--- src/rtl/ioctl_stream_loader_pkg.sv ---
// Shared types and constants for the ioctl stream loader.
package ioctl_loader_pkg;

    localparam int unsigned DEF_ADDR_W = 25;
    localparam int unsigned CKSUM_W    = 16;

    typedef enum logic [2:0] {
        IDLE,
        SETUP,
        FETCH,
        WRITE,
        GAP,
        TAIL
    } loader_state_e;

endpackage

--- src/rtl/ioctl_stream_loader_cycle_timer.sv ---
// Loadable down-counter with a zero flag; paces SETUP, GAP and TAIL.
module ioctl_cycle_timer #(
    parameter int unsigned W = 3
) (
    input  logic         clk_sys,
    input  logic         reset_n,
    input  logic         load,
    input  logic [W-1:0] load_val,
    input  logic         dec,
    output logic         zero
);

    logic [W-1:0] count;

    always_ff @(posedge clk_sys or negedge reset_n) begin
        if (!reset_n) begin
            count <= '0;
        end else if (load) begin
            count <= load_val;
        end else if (dec && (count != '0)) begin
            count <= count - W'(1);
        end
    end

    assign zero = (count == '0);

endmodule

--- src/rtl/ioctl_stream_loader.sv ---
// MiSTer-style ioctl download initiator fed by a valid/ready byte stream.
// Optional `checksum` output when IOCTL_STREAM_LOADER_CHECKSUM_EN is defined.
module ioctl_stream_loader
    import ioctl_loader_pkg::*;
#(
    parameter int unsigned ADDR_W    = DEF_ADDR_W,
    parameter int unsigned SETUP_CYC = 4,
    parameter int unsigned GAP_CYC   = 2
) (
    input  logic              clk_sys,
    input  logic              reset_n,
    input  logic              start,
    input  logic [7:0]        start_index,
    input  logic [ADDR_W-1:0] start_len,
    input  logic              abort,
    input  logic              s_valid,
    input  logic [7:0]        s_data,
    output logic              s_ready,
    output logic              busy,
    output logic              done,
    output logic              aborted,
    output logic              ioctl_download,
    output logic              ioctl_wr,
    output logic [ADDR_W-1:0] ioctl_addr,
    output logic [7:0]        ioctl_dout,
    output logic [7:0]        ioctl_index,
    input  logic              ioctl_wait
`ifdef IOCTL_STREAM_LOADER_CHECKSUM_EN
    ,
    output logic [CKSUM_W-1:0] checksum
`endif
);

    localparam int unsigned TMR_MAX = (SETUP_CYC > GAP_CYC) ? SETUP_CYC : GAP_CYC;
    localparam int unsigned TMR_W   = $clog2(TMR_MAX + 1);
    localparam logic [TMR_W-1:0] SETUP_LOAD = TMR_W'(SETUP_CYC - 1);
    localparam logic [TMR_W-1:0] GAP_LOAD   = TMR_W'(GAP_CYC - 1);

    loader_state_e     state;
    logic [ADDR_W-1:0] remaining;

    logic             tmr_load;
    logic [TMR_W-1:0] tmr_val;
    logic             tmr_dec;
    logic             tmr_zero;

    ioctl_cycle_timer #(
        .W(TMR_W)
    ) u_timer (
        .clk_sys  (clk_sys),
        .reset_n  (reset_n),
        .load     (tmr_load),
        .load_val (tmr_val),
        .dec      (tmr_dec),
        .zero     (tmr_zero)
    );

    // Abort masks s_ready so that no byte is handshaken once abort is seen.
    assign s_ready = (state == FETCH) && !abort;

    // Timer is loaded on entry to each timed state, i.e. alongside the FSM transition.
    always_comb begin
        tmr_load = 1'b0;
        tmr_val  = '0;
        tmr_dec  = 1'b0;
        case (state)
            IDLE: begin
                if (start) begin
                    tmr_load = 1'b1;
                    tmr_val  = SETUP_LOAD;
                end
            end
            SETUP: begin
                if (abort || (tmr_zero && (remaining == '0))) begin
                    tmr_load = 1'b1;
                    tmr_val  = SETUP_LOAD;
                end else begin
                    tmr_dec = 1'b1;
                end
            end
            FETCH: begin
                if (abort) begin
                    tmr_load = 1'b1;
                    tmr_val  = SETUP_LOAD;
                end
            end
            WRITE: begin
                tmr_load = 1'b1;
                tmr_val  = abort ? SETUP_LOAD : GAP_LOAD;
            end
            GAP: begin
                if (abort || (tmr_zero && !ioctl_wait && (remaining == '0))) begin
                    tmr_load = 1'b1;
                    tmr_val  = SETUP_LOAD;
                end else begin
                    tmr_dec = 1'b1;
                end
            end
            TAIL: begin
                if (ioctl_wait) begin
                    tmr_load = 1'b1;
                    tmr_val  = SETUP_LOAD;
                end else begin
                    tmr_dec = 1'b1;
                end
            end
            default: begin
                tmr_load = 1'b0;
            end
        endcase
    end

    always_ff @(posedge clk_sys or negedge reset_n) begin
        if (!reset_n) begin
            state          <= IDLE;
            remaining      <= '0;
            busy           <= 1'b0;
            done           <= 1'b0;
            aborted        <= 1'b0;
            ioctl_download <= 1'b0;
            ioctl_wr       <= 1'b0;
            ioctl_addr     <= '0;
            ioctl_dout     <= '0;
            ioctl_index    <= '0;
`ifdef IOCTL_STREAM_LOADER_CHECKSUM_EN
            checksum       <= '0;
`endif
        end else begin
            done     <= 1'b0;
            ioctl_wr <= 1'b0;
            case (state)
                IDLE: begin
                    if (start) begin
                        ioctl_index    <= start_index;
                        remaining      <= start_len;
                        ioctl_addr     <= '0;
                        aborted        <= 1'b0;
                        busy           <= 1'b1;
                        ioctl_download <= 1'b1;
`ifdef IOCTL_STREAM_LOADER_CHECKSUM_EN
                        checksum       <= '0;
`endif
                        state          <= SETUP;
                    end
                end
                SETUP: begin
                    if (abort) begin
                        aborted <= 1'b1;
                        state   <= TAIL;
                    end else if (tmr_zero) begin
                        state <= (remaining != '0) ? FETCH : TAIL;
                    end
                end
                FETCH: begin
                    if (abort) begin
                        aborted <= 1'b1;
                        state   <= TAIL;
                    end else if (s_valid) begin
                        ioctl_dout <= s_data;
                        ioctl_wr   <= 1'b1;
`ifdef IOCTL_STREAM_LOADER_CHECKSUM_EN
                        checksum   <= checksum + CKSUM_W'(s_data);
`endif
                        state      <= WRITE;
                    end
                end
                WRITE: begin
                    remaining <= remaining - ADDR_W'(1);
                    if (abort) begin
                        aborted <= 1'b1;
                        state   <= TAIL;
                    end else begin
                        state <= GAP;
                    end
                end
                GAP: begin
                    if (abort) begin
                        aborted <= 1'b1;
                        state   <= TAIL;
                    end else if (tmr_zero && !ioctl_wait) begin
                        if (remaining == '0) begin
                            state <= TAIL;
                        end else begin
                            ioctl_addr <= ioctl_addr + ADDR_W'(1);
                            state      <= FETCH;
                        end
                    end
                end
                TAIL: begin
                    if (!ioctl_wait && tmr_zero) begin
                        ioctl_download <= 1'b0;
                        busy           <= 1'b0;
                        done           <= 1'b1;
                        state          <= IDLE;
                    end
                end
                default: begin
                    state <= IDLE;
                end
            endcase
        end
    end

endmodule

--- config.mk ---
export PLATFORM = sky130hd
export DESIGN_NAME = ioctl_stream_loader
export DESIGN_NICKNAME = d
export VERILOG_FILES = /design/src/rtl/ioctl_stream_loader_pkg.sv /design/src/rtl/ioctl_stream_loader_cycle_timer.sv /design/src/rtl/ioctl_stream_loader.sv
export SDC_FILE = /design/constraint.sdc
export NUM_CORES = 1
export LEC_CHECK = 0
export ABC_CLOCK_PERIOD_IN_PS = 3000
export BUFFER_PORTS_ARGS = -buffer_cell sky130_fd_sc_hd__clkbuf_2
export CORE_UTILIZATION = 54
export CTS_BUF_LIST = sky130_fd_sc_hd__clkbuf_16
export DETAILED_ROUTE_END_ITERATION = 16
export HOLD_SLACK_MARGIN = 0.06
export PLACE_DENSITY = 0.87
export SETUP_SLACK_MARGIN = 0.5
export SLEW_MARGIN = 40
export SYNTH_ARGS = -nofsm -noshare
export SYNTH_HDL_FRONTEND = slang
export SYNTH_HIERARCHICAL = 1
export SYNTH_SLANG_ARGS = --single-unit
--- constraint.sdc ---
create_clock -name clk_sys -period 3 [get_ports clk_sys]
set_input_delay 0.9 -clock clk_sys [delete_from_list [all_inputs] [get_ports clk_sys]]
set_output_delay 0.9 -clock clk_sys [all_outputs]
set_load 0.005 [all_outputs]
# == After elaboration in Yosys (flattened, before gate mapping) ==
# Cells that the tools add are included.
# totals
n_memories,0
elab_cells,104
ramBits,0
rom_bits,0
latch_bits,0
reg_bits,76
out_inout_bits,47
# classes
add_sub_neg,3
reduce_logical,27
mul,0
bitwise_logic,1
n_mux,49
div_mod_pow,0
n_shift,0
n_eq_ne,14
magnitude_cmp,0
# ops
operator,count
$mux 25,5
$pmux 25 s2,2
$mux 3,12
$add 25x1->25 const B,1
$logic_not 25->1,1
$reduce_bool 25->1,1
$sub 25x1->25 const B,1
$mux 1,18
$pmux 3 s6,1
$mux 2,6
$pmux 2 s6,1
$ne 2x2->1 const B,5
$reduce_and 5->1,2
$reduce_bool 2->1,5
$ne 3x3->1 const B,3
$reduce_and 3->1,3
$eq 3x2->1 const B,2
$eq 3x3->1 const B,2
$logic_not 3->1,2
$pmux 1 s6,1
$logic_and 1x1->1,5
$pmux 1 s2,2
$reduce_and 2->1,2
$reduce_or 4->1,1
other kinds (8),10

# == Longest topological paths before layout ==
# depth
ltp_word,9
ltp_mapped,10

# == Cells and area by module ==
# Netlist, hierarchy kept.
# by_module_without_submodules
mod,cells_each,area_each_um2,n_inst,seq_area_each_um2
ioctl_stream_loader,436,3950.0,1,1826.8
ioctl_cycle_timer,19,190.2,1,75.1

# == Least setup slack after synthesis ==
# Ideal clock, no wire load.
# synth_path
path_type,in2reg
start,input port abort
end,register ioctl_addr[19]
setup_ns,0.078
setup_slack_ns,0.343
path_stages,5
n_path_buf,0
t_required_ns,2.922
arrival_time_ns,2.579
path_cell_list,or4b_4 nor4_4 nand2_1 or4_1 a21oi_1
# synth_between
elab_chain_cells,2
# synth_lines
item,line,rtl
"start, declared",ioctl_stream_loader.sv:15,"input logic abort,"
$ne 2x2->1 (no line),n/a,
$reduce_and 5->1 (no line),n/a,
"end signal, assigned",ioctl_stream_loader.sv:184,ioctl_addr <= ioctl_addr + ADDR_W'(1);
"end, declared",ioctl_stream_loader.sv:24,"output logic [ADDR_W-1:0] ioctl_addr,"
# No other way between the ends.
# A chain may end at the register's enable or synchronous reset.

# == Final worst setup path ==
# layout_path
start,register remaining[5]
end,register remaining[21]
# layout_between
elab_chain_cells,2
# layout_lines
item,line,rtl
"start, declared",ioctl_stream_loader.sv:40,logic [ADDR_W-1:0] remaining;
"start signal, assigned",ioctl_stream_loader.sv:135,remaining <= start_len;
"start signal, assigned",ioctl_stream_loader.sv:168,remaining <= remaining - ADDR_W'(1);
$sub 25x1->25,ioctl_stream_loader.sv:168,
$pmux 25 s2,ioctl_stream_loader.sv:131,case (state)
# No other way between the ends.

==> reports/metrics.yaml <==
synthesis:
  synth_area_leader_cell: "dfrtp_1"
  synth_edf_count: 0
  synth_seq_cells: 76
  yosysMostFrequentCell: "dfrtp_1"
  ys_warn_count: 6
  ys_top_cells_by_count: "dfrtp_1, nand2_1, nor2_1"
  synthesis.nets: 506
  async_flop_share_pct: 100
  synth_top_area_share_pct: 45.9
  syn_area_per_cell_um2: 9.10
  seq_area_frac_synth_pct: 45.9
  synth_ff_type: "dfrtp_1"
  syn_inst: 455
  yosys.cell_types.count: 61
  synth_area_leaders: "dfrtp_1, nand2_1, a21oi_1"
  netlist_area_mm2: 0.00414
global_route:
  busiest_layer: "met2"
  antenna_found_initial: 0
  grtUsageMet3_pct: 4.99
  gr-usage-all-layers_pct: 28.5
  met2_usage_pct: 47.9
  grt_pass1_wl_um: 17600
  grt_pass1_vias: 3800
  grt_max_degree: 77
  use_met1_pct: 36.0
  grt_overflow: 0
finish:
  final_net_count: 604
  area_delta_synth_final_pct: 25.0
  drive_above_1_share_pct: 28.7
  fin_util_pct: 70.6
  n_fill_cell: 545
  antennaDiodeCount: 0
  finalNonFillerCells: 657
  stdcell_area_mm2: 0.00517
floorplan:
  die_y_um: 89.6
  die-area_mm2: 0.00802
  core_area_mm2: 0.00733
  num_rows: 31
  start_util_pct: 56.5
  die_w_um: 89.6
  io-pin-count: 94
job:
  maxCapViolCount: 0
timing:
  skew_ns: 0.00482
  finalSetupTns_ns: 0
  maxSlewViolCount: 0
  worst_pin_slew_ns: 0.687
  post-route-min-period_ns: 2.44
  maxSlewHeadroom_pct: 54.2
  setup_viol: 0
  timing.fmax_mhz: 410
  rsz0062_at_grt: "true"
  hold_viol: 0
  finalCritPeriodShare_pct: 81.4
route:
  vias: 4133
  drt_iter0_markers: 408
  drt_wl_total_um: 11100
  ant_nets: 0
  routedWlPerCell_um: 16.8
  routed_via_density: 6.29
  drtPass1Iterations: 5
  drcViolationCount: 0
place:
  gp_congestion: 0.867
  dp_cells: 636
  detailed_place_hpwl_um: 7390
  place.port_buffers: 93
  placed_cell_area_mm2: 0.00474
clock_tree:
  cts_sinks: 76
  clock_latency_ns: 0.33
  tritoncts: "yes"
  path_clk_slew_ns: 0.06
  clock-root-buffer: "clkbuf_16"
  cts_max_level: 3
  numCtsBuffers: 9
  clk_path_buf_depth: 2
worst_setup_path:
  max_stage_delay_ns: 0.56
  cp_max_fo: 9
  crit_slowest_cell: "or4_4"
  crit_type: "flip-flop to flip-flop"
  crit_required_ns: 3.21
  critPathTopFamily: "simple AND/OR/NAND/NOR gates"
  cpMostUsedCell: "or3_4"
  crit_arrival_ns: 2.65
  end_kind: "flip-flop"
  timing.critical_path.cells: "or3_4 -> or3_4 -> or4_4 -> or3_1 -> a31o_1"
  start_kind: "flip-flop"
  path_buf_inv: 0
worst_hold_path:
  min_path_type: "flip-flop to flip-flop"
outcome:
  status: "finished clean"
power_and_ir_drop:
  ir_worst_vdd_uv: 521
  power_density_mw_per_mm2: 846
  total_power_mw: 4.38
  power_leakage_nw: 2.32
through the flow:
step | hold slack [ns] | worst slack, ns
final | 0.482 | 0.559
after global routing | 0.489 | 0.438
after CTS | 0.484 | 0.465
after detailed placement | 0.461 | 0.123
after global placement | 0.462 | 0.202
after floorplan | 0.454 | 0.430
cells in the final DEF, fill, tap and decap left out, drive strengths merged, types with 4 or more instances in the layout:
cell type and count:
buf 17, o21ai 20, nor3 13, inv 11
xnor2 5, nand4 7, and2 4, dfrtp 76
o31ai 9, clkinv 5, a21oi 26, or4 13
a211oi 6, nand3 27, or4b 5, o21a 4
and3 4, mux2 8, a31oi 6, o211ai 11
or3 14, clkbuf 101, ha 4, nor4 7
nand2b 4, o311ai 8, nor2 33, nand2 70
routing by layer:
metal | wire length (um) | vias up | part of all wire [%]
li1 | - | 1892 | -
met1 | 4430 | 1981 | 40
met4 | 212 | 0 | 1.9
met5 | 0 | - | 0
met2 | 5650 | 232 | 51
met3 | 769 | 28 | 6.9
worst register-to-register path, stage by stage (launching register included):
cell and delay [ns]:
dfrtp_2 0.44, or3_4 0.39, or3_4 0.37, or4_4 0.56, or3_1 0.33, a31o_1 0.23
worst paths after layout:
check	start	slack (ns)	cells past startpoint	to
worst min-delay path	ioctl_index[2]	0.48	2	ioctl_index[2]
worst min register to register	ioctl_index[2]	0.48	2	ioctl_index[2]
worst max register to register	remaining[5]	0.56	5	remaining[21]
min in group asynchronous	reset_n	0.58	1	ioctl_addr[17]
max in group asynchronous	reset_n	1.89	1	state[2]
worst max-delay path	remaining[5]	0.56	5	remaining[21]
registers in the layout (all words and copies together) (netlist names):
signal and count:
ioctl_dout 8, u_timer/count 3, ioctl_wr 1, ioctl_download 1, state 3, aborted 1
done 1, ioctl_addr 25, ioctl_index 8, remaining 25
layout make-up:
cell class                      count  area, um^2  area share [%]
Sequential cell                    76        1900            36.8
Clock buffer                        9         225            4.35
Multi-Input combinational cell    346        2180            42.2
Tap cell                           99         124            2.39
Inverter                           11        41.3           0.798
Timing Repair Buffer              109         604            11.7
Clock inverter                      7        91.3            1.76
cell families after synthesis:
family | count (synthesis) | synth area share (%)
multiplexers | 11 | 2.90
adder cells (fa/ha/maj) | 4 | 1.21
AND/OR/NAND/NOR | 212 | 26.8
XOR/XNOR | 8 | 1.69
flip-flops | 76 | 45.9
buffers and inverters | 34 | 3.78
AO/OA/AOI/OAI | 109 | 17.6
other | 1 | 0.0906
timing repair:
action	in CTS	in global routing
resized for setup	7	19
pin swaps	1	2
buffers inserted	2	2
setup endpoints to repair	7	20
cloned	0	1
endpoints found under the hold margin	0	0
hold buffers	0	0
power by group:
group          leakage, nW  switching (mW)  internal (mW)
clock                0.157           0.432          0.726
combinational         1.20           0.836          0.691
sequential           0.963           0.344           1.35
total                 2.32            1.61           2.76
Power figures use the tool's default switching activity.
